==> src/rtl/self_reload_counter_gen2.sv <==
// Programmable up/down period counter with auto-reload or one-shot stop and a terminal-count pulse.
// Optional macro WRAP_CNT_EN adds wrap_cnt_o, a saturating count of terminal events.
module self_reload_counter_gen2 #(
    parameter int unsigned WIDTH        = 4,
    parameter int unsigned RESET_RELOAD = 0,
    parameter int unsigned WRAP_W       = 8
) (
    input  logic             clk,
    input  logic             reset,
    input  logic             en_i,
    input  logic             dir_i,
    input  logic             mode_i,
    input  logic             load_i,
    input  logic [WIDTH-1:0] load_val_i,
    input  logic             start_i,
    output logic [WIDTH-1:0] count_o,
    output logic             tc_o,
    output logic             running_o,
    output logic [WIDTH-1:0] reload_val_o
`ifdef WRAP_CNT_EN
    ,
    output logic [WRAP_W-1:0] wrap_cnt_o
`endif
);

    localparam logic [WIDTH-1:0] RST_VAL = WIDTH'(RESET_RELOAD);

    typedef enum logic {
        ST_RUN  = 1'b0,
        ST_DONE = 1'b1
    } state_t;

    state_t           r_state;
    state_t           w_state_next;
    logic [WIDTH-1:0] r_count;
    logic [WIDTH-1:0] w_count_next;
    logic [WIDTH-1:0] r_reload;
    logic [WIDTH-1:0] w_reload_next;
    logic [WIDTH-1:0] w_term;
    logic             w_at_term;
    logic             w_tc;

    always_ff @(posedge clk or negedge reset) begin
        if (!reset) begin
            r_state  <= ST_RUN;
            r_count  <= RST_VAL;
            r_reload <= RST_VAL;
        end else begin
            r_state  <= w_state_next;
            r_count  <= w_count_next;
            r_reload <= w_reload_next;
        end
    end

    // Terminal follows the live direction input, so a direction flip re-targets immediately.
    always_comb begin
        w_term        = dir_i ? '0 : '1;
        w_at_term     = (r_count == w_term);
        w_tc          = (r_state == ST_RUN) && en_i && w_at_term;
        w_state_next  = r_state;
        w_count_next  = r_count;
        w_reload_next = r_reload;
        if (load_i) begin
            w_reload_next = load_val_i;
            w_count_next  = load_val_i;
            w_state_next  = ST_RUN;
        end else if (start_i) begin
            w_count_next  = r_reload;
            w_state_next  = ST_RUN;
        end else if (r_state == ST_RUN && en_i) begin
            if (w_at_term) begin
                if (mode_i)
                    w_state_next = ST_DONE;
                else
                    w_count_next = r_reload;
            end else if (dir_i) begin
                w_count_next = r_count - 1'b1;
            end else begin
                w_count_next = r_count + 1'b1;
            end
        end
    end

    assign count_o      = r_count;
    assign tc_o         = w_tc;
    assign running_o    = (r_state == ST_RUN);
    assign reload_val_o = r_reload;

`ifdef WRAP_CNT_EN
    logic [WRAP_W-1:0] r_wrap;

    // A load in the same cycle as a terminal event clears rather than counts.
    always_ff @(posedge clk or negedge reset) begin
        if (!reset)
            r_wrap <= '0;
        else if (load_i)
            r_wrap <= '0;
        else if (w_tc && (r_wrap != '1))
            r_wrap <= r_wrap + WRAP_W'(1);
    end

    assign wrap_cnt_o = r_wrap;
`endif

endmodule

==> config.mk <==
export PLATFORM = sky130hd
export DESIGN_NAME = self_reload_counter_gen2
export DESIGN_NICKNAME = d
export VERILOG_FILES = /design/src/rtl/self_reload_counter_gen2.sv
export SDC_FILE = /design/constraint.sdc
export NUM_CORES = 1
export LEC_CHECK = 0
export ABC_AREA = 1
export BUFFER_PORTS_ARGS = -buffer_cell sky130_fd_sc_hd__buf_2
export CAP_MARGIN = 20
export CORE_MARGIN = 1.5
export CORE_UTILIZATION = 43
export DETAILED_ROUTE_END_ITERATION = 12
export GPL_TIMING_DRIVEN = 0
export PLACE_DENSITY_LB_ADDON = 0.12
export SETUP_SLACK_MARGIN = 0.1
export SLEW_MARGIN = 20
export SYNTH_ARGS = -nofsm -noshare
export SYNTH_HDL_FRONTEND = slang
export SYNTH_SLANG_ARGS = --single-unit
==> constraint.sdc <==
create_clock -name clk -period 1.3 [get_ports clk]
set_input_delay 0.13 -clock clk [delete_from_list [all_inputs] [get_ports clk]]
set_output_delay 0.13 -clock clk [all_outputs]
set_load 0.05 [all_outputs]
After elaboration in Yosys (flattened, before gate mapping)
Index checks and enable logic that the tools add are counted.

Register bits: 9. Output and inout bits: 10. Logic and storage cells: 27.

Add/subtract/negate cells: 2. Eq/ne operators: 2. Mux-type cells: 12. Bitwise gates (word level): 1. Reductions and logical operators: 7.

Operator list (count): two-way mux 4 bit (7); nonzero test 3 bit (3); two-way mux 1 bit (5); adder 4 x 1 -> 4 bit (second input constant) (1); == test 4 bit (1); inequality test 4 bit (second input constant) (1); subtractor 4 x 1 -> 4 bit (second input constant) (1); AND reduction 3 bit (1); logical AND 1 bit (2); AND reduction 2 bit (1); inverter 1 bit (1).

Longest topological paths before layout
Word-level depth: 6. Depth in mapped cells: 11. Gate-level depth less buffers: 11.

Worst setup path after synthesis
Ideal clock, no wire load.

Kind: flip-flop to output port. Start: register r_count[2], in the netlist count_o[2]. End: output port tc_o. Data arrival time: 1.907 ns. Setup slack: -0.737 ns. Cell stages (with the launch flop): 6. Cell sequence: dfrtp_1 -> ha_1 -> nand2_1 -> nor2_1 -> nand2_1 -> nor2_1.

Longest elaborated chain between the ends: 2.

RTL lines: from (decl) (line 35) `logic [WIDTH-1:0] r_count;`; from (signal assigned) (line 50) `r_count <= w_count_next;`; == test 4 bit (line 58) `w_at_term = (r_count == w_term);`; logical AND 1 bit (line 59) `w_tc = (r_state == ST_RUN) && en_i && w_at_term;`; to (decl) (line 17) `output logic tc_o,`.

Every way passes these cells.

Worst setup path after layout
Same ends and word-level chain as after synthesis.

==> results.tsv <==
metric	value	unit
run_status	finished, violations left	
failed_checks	negative setup slack	
drc_errors	0	
fill_cells	110	
p_int	694	uW
met2_usage	38.7	%
estimated_wirelength_of_the_detail_placed_design	1.07	mm
ctsRootBufferMaster	sky130_fd_sc_hd__clkbuf_4	
synth.yosys.seq_area_share	36.1	%
p_clk_share	17.5	%
finalHoldViolations	0	
global_route.usage.met1	24.1	%
portBuffers	19	
critPathRequiredTime	1.17	ns
drt_iter0_drc	14	
drt_pre_antenna_iters	4	
final_instance_area	966	um2
clk_path_buf_depth	2	
finalHoldWorstSlack	0.0959	ns
dpl.cell_count	126	
global_route.usage.met3	3.26	%
critical_path.max_fanout	2	
finalSetupTns	-1.52	ns
globalplace.congestion	0.802	
switchingPower	546	uW
crit_path_end_kind	output port	
clock_latency	0.26	ns
grt_busiest_layer	met2	
cts_made_buffers	3	
grt_pass1_vias	591	
grt_antenna_before_repair	0	
power.ir.vdd_worst	790	uV
syn-instance-count	92	
placed_cell_area	771	um2
clock_tree.htree_level_count	1	
groute.usage.overall	21.7	%
static-leakage-power	0.527	nW
synth.net_count	106	
syn2layout_area_growth	55.0	%
timing.final.crit_share	120	%
final-setup-viol-count	6	
storage_cell_area	229	um2
nets	138	
top_level_ports	21	
design.die.area	1690	um2
cts_tree	yes	
overflow	0	
power.share.combinational	53.3	%
vias	671	
worst-endpoint-arrival	1.43	ns
worst_pin_slew	0.251	ns
avgSynthCellArea	6.77	um2
yosys_warnings	0	
worst_slew_margin_relative_to_its_limit	83.4	%
fraction_of_power_consumed_by_sequential_logic	29.3	%
route.detailed.vias_per_inst	4.86	
worst_setup_hold_path_clk_slew	0.06	ns
fmax	0.642	GHz
placementRows	13	
number_of_distinct_library_cells_after_synthesis	19	
cts.sinks	9	
grt_first_pass_wirelength	2.30	mm
routed_wirelength	1.54	mm
average_routed_wire_per_standard_cell	11.2	um
p_sw_share	44.0	%
worst_clock_skew	0.00225	ns
timing.final.crit_period	1.56	ns
die_w	41.1	um
report.final.slew_viol_count	0	
power.density	1280	nW/um2
drv_cap	0	
layout_cells_sized_above_1	49.6	%
ys_seq_elements	9	
layout.cells.most_common_list	sky130_fd_sc_hd__nand2_1 (25), sky130_fd_sc_hd__buf_2 (19), sky130_fd_sc_hd__inv_1 (10), sky130_fd_sc_hd__nand2_2 (8), sky130_fd_sc_hd__nor2_1 (7)	
diodes	0	
timing.hold.worst.class	input pin to register	
grt_start_max_net_pins	10	
critPathLaunchType	register	
die_y	41.1	um
area_of_combinational_cells_with_multiple_inputs	448	um2
setup.worst_path.class	register to output port	
final_antenna_net_count	0	
grt_setup_unrepaired	true	
worst_slack	-0.259	ns
floorplan.initialDensity	46.7	%
final_common_cell	sky130_fd_sc_hd__nand2_1	
instances_no_fill	138	
synth.cell_area	623	um2
core_area	1330	um2
-- through the flow --
| step | setup slack (ns) | power, mW | util (%) |
|---|---|---|---|
| 2_1_floorplan | -0.208 | 0.731 | - |
| 3_3_place_gp | -0.153 | 0.836 | 57.8 |
| 3_5_place_dp | -0.184 | 0.845 | 57.8 |
| 4_1_cts | -0.260 | 1.20 | 69.2 |
| 5_1_grt | -0.338 | 1.33 | 72.4 |
| 6_report | -0.259 | 1.24 | 72.4 |
-- state kept, by name, indices dropped and copies added (netlist names) --
| name | cells |
|---|---|
| count_o | 4 |
| r_state | 1 |
| reload_val_o | 4 |
-- worst paths after layout --
check,start,end,slack [ns],cells past startpoint
max reg2reg,count_o[2],count_o[1],-0.26,11
min in group asynchronous,reset,reload_val_o[1],0.25,2
max,count_o[2],tc_o,-0.26,6
min reg2reg,reload_val_o[2],reload_val_o[2],0.50,2
max in group asynchronous,reset,count_o[1],0.85,2
min,load_val_i[3],reload_val_o[3],0.1,3
-- cells in the mapped netlist, drive strengths merged --
cell    number  area [um2]
nand2       38         158
inv         13        48.8
nor2        11        51.3
dfrtp        9         225
nand3        8        40.0
a21oi        3        15.0
o21ai        3        15.0
ha           2        25.0
buf          1        5.00
clkinv       1        5.00
fa           1        20.0
nand4        1        6.26
xnor2        1        8.76
-- per-layer routing --
| layer | routed length (um) | vias up |
|---|---|---|
| li1 | - | 352 |
| met1 | 651 | 299 |
| met2 | 805 | 15 |
| met3 | 46 | 5 |
| met4 | 36 | 0 |
| met5 | 0 | - |
-- critical path: stages, from the launching register on --
cell                      delay, ns
sky130_fd_sc_hd__dfrtp_2       0.43
sky130_fd_sc_hd__ha_4          0.28
sky130_fd_sc_hd__nand2_4       0.06
sky130_fd_sc_hd__nor2_4        0.09
sky130_fd_sc_hd__nand2_4       0.07
sky130_fd_sc_hd__nor2_4        0.09
sky130_fd_sc_hd__buf_8         0.15
-- layout make-up --
cell class	count	area share [%]
tap	15	1.94
timing repair buffer	27	18.5
clock buffer	4	2.72
buffer	1	0.518
multi-input combinational	68	46.4
sequential	9	23.7
inverter	14	6.22
-- what timing repair did --
| item | 4_1_cts | 5_1_grt |
|---|---|---|
| hold buffers | 1 | 0 |
| hold endpoints to repair | 9 | 0 |
| endpoints found under the setup margin | 6 | 6 |
| gates resized for setup | 17 | 10 |
| pin swaps | 6 | 11 |
| buffers inserted | 6 | 1 |
-- power by group through the flow --
stage                     registers (mW)  logic, mW  clock network, mW
after floorplan                    0.484      0.248                  0
after global placement             0.361      0.475                  0
after detailed placement           0.364      0.481                  0
after CTS                          0.359      0.610              0.227
after global routing               0.367      0.718              0.244
final                              0.363      0.661              0.216
-- kinds of logic after synthesis --
family,Yosys count,share of synthesized area [%]
adders and majority gates,3,7.23
xor gates and xnor gates,1,1.41
AOI/OAI and AO/OA,6,4.82
DFF,9,36.1
buffers and inverters,15,9.44
and+or+nand+nor,58,41.0
Power figures use the tool's default switching activity.
